**config.mk**
```make
export PLATFORM = sky130hd
export DESIGN_NAME = mem_stage_ctrl
export DESIGN_NICKNAME = d
export VERILOG_FILES = /design/src/rtl/mem_stage_ctrl.sv
export SDC_FILE = /design/constraint.sdc
export NUM_CORES = 1
export LEC_CHECK = 0
export BUFFER_PORTS_ARGS = -buffer_cell sky130_fd_sc_hd__buf_2
export CORE_MARGIN = 4
export CORE_UTILIZATION = 35
export CTS_CLUSTER_SIZE = 8
export DETAILED_ROUTE_END_ITERATION = 16
export GPL_TIMING_DRIVEN = 0
export HOLD_SLACK_MARGIN = 0.15
export PLACE_DENSITY = 0.74
export SLEW_MARGIN = 20
export SYNTH_ARGS = -nofsm -noshare
export SYNTH_HDL_FRONTEND = slang
export SYNTH_SLANG_ARGS = --single-unit
```
**constraint.sdc**
```tcl
create_clock -name clk -period 1.9 [get_ports clk]
set_clock_uncertainty 0.2 [all_clocks]
set_input_delay 0.095 -clock clk [delete_from_list [all_inputs] [get_ports clk]]
set_output_delay 0.095 -clock clk [all_outputs]
set_load 0.02 [all_outputs]
```
**src/rtl/mem_stage_ctrl.sv**
```systemverilog
// mem_stage_ctrl: MEM-stage control; issues multi-cycle loads/stores, stalls until done, and writes MEM/WB.
//   Parameter TIMEOUT (2..255): cycles an access may wait for mem_done before it is aborted.
//   Inputs : clk, rst, EX/MEM fields (data_out_i, data_two_i, dst_i, Reg_write_i, Mem_read_i,
//            Mem_write_i, Mem_en_i, Mem_reg_i, Excp_i), memory response (mem_rdata, mem_done).
//   Outputs: memory request (mem_rd, mem_wr, mem_addr, mem_wdata), stall_o, and the MEM/WB
//            register (wb_valid_o, wb_data_o, wb_dst_o, wb_regwrite_o, wb_excp_o).
module mem_stage_ctrl #(
    parameter int TIMEOUT = 64
) (
    input  logic        clk,
    input  logic        rst,
    input  logic [15:0] data_out_i,
    input  logic [15:0] data_two_i,
    input  logic [2:0]  dst_i,
    input  logic        Reg_write_i,
    input  logic        Mem_read_i,
    input  logic        Mem_write_i,
    input  logic        Mem_en_i,
    input  logic        Mem_reg_i,
    input  logic        Excp_i,
    output logic        mem_rd,
    output logic        mem_wr,
    output logic [15:0] mem_addr,
    output logic [15:0] mem_wdata,
    input  logic [15:0] mem_rdata,
    input  logic        mem_done,
    output logic        stall_o,
    output logic        wb_valid_o,
    output logic [15:0] wb_data_o,
    output logic [2:0]  wb_dst_o,
    output logic        wb_regwrite_o,
    output logic        wb_excp_o
);
    typedef enum logic {IDLE, WAIT} state_t;
    state_t     state;
    logic [7:0] cnt;
    logic       access, bad, go, timeout, excp;
    assign access    = Mem_en_i & (Mem_read_i | Mem_write_i);
    assign bad       = access & (data_out_i[0] | (Mem_read_i & Mem_write_i));
    assign go        = access & ~bad;
    // cnt holds the number of cycles already spent waiting, so the abort lands on wait cycle TIMEOUT
    assign timeout   = (state == WAIT) & go & ~mem_done & (cnt == 8'(TIMEOUT - 1));
    assign stall_o   = go & ~mem_done & ~timeout;
    assign excp      = Excp_i | bad | timeout;
    assign mem_rd    = go & Mem_read_i & ~rst;
    assign mem_wr    = go & Mem_write_i & ~rst;
    assign mem_addr  = data_out_i;
    assign mem_wdata = data_two_i;
    always_ff @(posedge clk) begin
        if (rst) begin
            state         <= IDLE;
            cnt           <= '0;
            wb_valid_o    <= 1'b0;
            wb_data_o     <= '0;
            wb_dst_o      <= '0;
            wb_regwrite_o <= 1'b0;
            wb_excp_o     <= 1'b0;
        end else begin
            state         <= stall_o ? WAIT : IDLE;
            cnt           <= stall_o ? cnt + 8'd1 : 8'd0;
            wb_valid_o    <= ~stall_o;
            wb_data_o     <= stall_o ? 16'd0 : ((Mem_reg_i & Mem_read_i) ? mem_rdata : data_out_i);
            wb_dst_o      <= stall_o ? 3'd0 : dst_i;
            wb_regwrite_o <= ~stall_o & Reg_write_i & ~excp;
            wb_excp_o     <= ~stall_o & excp;
        end
    end
endmodule

```
### After elaboration in Yosys (flattened, before gate mapping)

Index checks and enable logic that the tools add are counted.

| word-level totals | value |
|---|---|
| bits in registers | 31 |
| input port bits | 60 |
| word-level logic and storage cells | 40 |

| cells by class | value |
|---|---|
| add/subtract/negate cells | 1 |
| equal/unequal tests | 1 |
| mux-type cells | 2 |
| bitwise operators | 27 |
| reductions and logical operators | 2 |

Operators with widths:

| kind | count |
|---|---|
| $and A1 B1 Y1 | 17 |
| $mux W16 | 1 |
| $add A8 B1 Y8 const B | 1 |
| $eq A8 B6 Y1 const B | 1 |
| $not A1 Y1 | 6 |
| $or A1 B1 Y1 | 4 |
| $reduce_or A2 Y1 | 2 |
| $mux W1 | 1 |

### Depth between registers and ports, before layout

| logic depth | value |
|---|---|
| depth in word-level cells | 13 |
| gate-level depth with buffers | 6 |
| mapped depth without buffers | 5 |

### Worst setup path before layout

Ideal clock, no wire load.

| timing | value |
|---|---|
| path type | reg2reg |
| start point | register cnt[0] |
| end point | register wb_data_o[0] |
| setup time | 0.070 ns |
| data arrival time | 1.440 ns |
| data required time | 1.630 ns |
| path slack | 0.191 ns |
| stages on the path, launching flop included | 7 |
| path buffers | 1 |
| clock period less this slack | 1.709 ns |
| cell sequence | dfxtp_1 > ha_1 > nand3_1 > nor4_1 > o21bai_1 > buf_2 > a21oi_1 |

| on the way | value |
|---|---|
| longest elaborated chain between the ends | 5 |

Ends and longest elaborated chain:

| item | line | source |
|---|---|---|
| from (decl) | 36 | `logic [7:0] cnt;` |
| from (signal assigned) | 60 | `cnt <= stall_o ? cnt + 8'd1 : 8'd0;` |
| $eq A8 B6 Y1 | 42 | `assign timeout = (state == WAIT) & go & ~mem_done & (cnt == 8'(TIMEOUT - 1));` |
| $and A1 B1 Y1 | 42 |  |
| $not A1 Y1 | 43 | `assign stall_o = go & ~mem_done & ~timeout;` |
| $and A1 B1 Y1 | 43 |  |
| $reduce_or A2 Y1 (no source line) | -- |  |
| to (signal assigned) | 62 | `wb_data_o <= stall_o ? 16'd0 : ((Mem_reg_i & Mem_read_i) ? mem_rdata : data_out_i);` |
| to (decl) | 29 | `output logic [15:0] wb_data_o,` |

No other way between the ends.
A chain may end at the register's enable or synchronous reset.

### Final worst setup path

| timing | value |
|---|---|
| start point | input mem_done |
| end point | register wb_data_o[0] |

| on the way | value |
|---|---|
| longest elaborated chain between the ends | 6 |

Ends and longest elaborated chain:

| item | line | source |
|---|---|---|
| from (decl) | 26 | `input logic mem_done,` |
| $not A1 Y1 * | 42, 43 |  |
| $and A1 B1 Y1 (2 in series) | 42 |  |
| $not A1 Y1 | 43 |  |
| $and A1 B1 Y1 * | 43 |  |
| $reduce_or A2 Y1 (no source line) * | -- |  |

Every way passes the cells marked *; elsewhere a longest branch is shown, timed or not.

==> metrics.yaml <==
viasPerCell: 4.337
ioPinCount: 117
nNetsFinal: 380
start_util_pct: 36.83
status: "finished, final reports clean"
cp-start-kind: "input port"
ir_worst_vdd_mv: 0.3611
diodes: 0
clk_latency_ps: 280
placed_area_mm2: 0.001939
postRouteAntennaNets: 0
path_cells: "dlygate4sd3_1 > buf_2 > or3_4 > o21bai_1 > buf_2 > a21oi_1"
tritoncts.num_buffers: 5
wire_per_inst_um: 11.95
async_flop_share_pct: 0
clk_pin_slew_worst_paths_ps: 70
synthMostInstantiatedCell: "nand2_1"
dp_hpwl_mm: 2.913
drv_cap: 0
htreeDepth: 2
synth.distinct_cells: 23
die_y_um: 70.77
setup_tns_ps: 0
die_area_mm2: 0.005008
grt_start_max_net_pins: 11
grt_antenna_before_repair: 0
syn_inst: 165
root_buffer: "clkbuf_8"
grt_overflow_total: 0
fin_crit_sh_pct: 93.31
drv_slew: 0
wl_mm: 4.398
rr_worst_depth: 6
synthesis.nets: 226
grtUsageTotal_pct: 17.90
final_hold_viol_count: 0
slew_headroom_pct: 69.28
synth_seq_area_share_pct: 45.01
area_delta_synth_final_pct: 81.94
grt_pass1_wl_mm: 7.100
leakage_nw: 1.290
drtIter0Drc: 56
tritoncts: "done"
cts.sinks: 31
ys_top_cells_by_count: "nand2_1 (34), buf_4 (32), dfxtp_1 (31), a21oi_1 (18), nor2_1 (13)"
slowest_stage: "dlygate4sd3_1"
synth_area_leaders: "dfxtp_1 (45%), buf_4 (17%), nand2_1 (9.3%)"
ys_dominant_reg_cell: "dfxtp_1"
crit_top_cell: "buf_2"
min_path_type: "input port to flop"
core.rowCount: 22
clk_path_buf_depth: 2
min_period_ps: 1773
core_mm2: 0.003744
required_ps: 1860
whs_path_depth: 5
ys_ff_latch: 31
yosys.area.top_type: "dfxtp_1"
rsz0062_at_grt: "false"
syn_area_mm2: 0.001379
setup_viol: 0
tightest_slew_ps: 460.8
timing.hold.ws_ps: 178.5
io_buffers: 100
gp_congestion: 0.7813
drive_above_1_share_pct: 45.31
crit_type: "input port to flop"
post-route-worst-setup-slack_ps: 127.1
synth_edf_count: 0
route.vias.total: 1596
dp_cells: 313
path_buf_inv: 3
arrival_ps: 1730
end_kind: "flop"
design_area_mm2: 0.002509
final_cells: 368
grt_pass1_vias: 1606
drc_errors: 0
crit_family: "buffers and inverters"
dp_slack_ps: -105.8
max_stage_delay_ps: 530
crit_fanout: 10
ys_warn_count: 0
synth_top_area_share_pct: 45.01
fill_cells: 319
drt_first_pass_iters: 3
crit_cells: 6
fmax_mhz: 564.0
syn_area_per_cell_um2: 8.356
die_x_um: 70.77
power_density_mw_per_mm2: 629.4
-- sequential cells by signal (all words and copies together), names as in the netlist --
name,count
wb_valid_o,1
wb_data_o,16
wb_dst_o,3
cnt,8
wb_regwrite_o,1
wb_excp_o,1
state,1
-- per-stage QoR --
stage	power, mW	util (%)
final	1.579	67.01
after global routing	1.671	67.01
after CTS	1.591	66.68
after detailed placement	1.030	51.80
after global placement	1.026	51.80
after floorplan	0.9011	-
-- path summary, 6_finish.rpt --
| check | startpoint | to | slack (ps) |
|---|---|---|---|
| max | mem_done | wb_data_o[0]$_SDFF_PP0_ | 130 |
| min reg2reg | cnt[0]$_SDFF_PP0_ | cnt[0]$_SDFF_PP0_ | 240 |
| min | Mem_en_i | wb_excp_o$_SDFF_PP0_ | 180 |
| max reg2reg | cnt[0]$_SDFF_PP0_ | wb_data_o[15]$_SDFF_PP0_ | 210 |
-- power breakdown --
part | internal, mW | switching (mW)
combinational | 0.208 | 0.199
sequential | 0.682 | 0.00763
clock | 0.256 | 0.226
total | 1.15 | 0.433
-- placed cells by master, fill, tap and decap left out --
master         Yosys  layout
nand2_1           34      34
nand3_1            2       1
or3_1              1       1
dlygate4sd3_1      0      46
buf_6              1       1
xnor2_1            5       5
nor4_4             0       1
xor2_1             2       2
inv_1              6       6
maj3_1             1       1
and3_1             3       3
nand3_2            0       1
buf_2              2     102
and4b_1            1       1
or3_4              1       1
nand2b_1           3       3
and2_1             1       1
ha_1               1       1
clkbuf_8           0       5
a21oi_1           18      18
nor2_1            13      13
clkinv_2           0       1
clkbuf_1           3       5
dfxtp_1           31      31
o21bai_1           1       1
buf_4             32      33
nor4b_1            2       2
-- timing repair --
item                                    4_1_cts  5_1_grt
pin swaps                                     0        1
hold buffers                                 46        0
hold endpoints to repair                     30        0
endpoints found under the setup margin       22       21
setup buffers                                 0        1
gates resized for setup                       2        1
-- routing by layer --
metal / share of wire [%] / GRT usage (%)
met5: 0 / 0
met4: 3.3 / 8.559
met3: 9.7 / 6.818
met2: 49 / 30.38
met1: 38 / 19.57
-- cell families (layout without fill, tap and decap cells) --
family / Yosys count / in the layout / synth area share [%]
simple gates: 62 / 62 / 20.42
buf+inv: 44 / 199 / 21.42
fa+ha+maj: 2 / 2 / 1.633
flops: 31 / 31 / 45.01
compound gates: 19 / 19 / 7.079
xor+xnor: 7 / 7 / 4.447
-- area by class of cell --
class	instances	area [µm²]	area share [%]
buffer	38	272.8	10.87
tap	48	60.06	2.394
clock inverter	1	5.005	0.1995
timing repair buffer	147	968.4	38.60
inverter	6	22.52	0.8978
sequential	31	620.6	24.74
multi-input combinational	90	483.0	19.25
clock buffer	7	76.32	3.042
-- worst reg2reg max path, stage by stage (launching register included) --
cell and delay, ps:
dfxtp_1 340, ha_1 200, nand3_2 140, nor4_4 230
o21bai_1 140, buf_2 210, a21oi_1 140
Note: power is estimated with default switching activity, not from simulation.
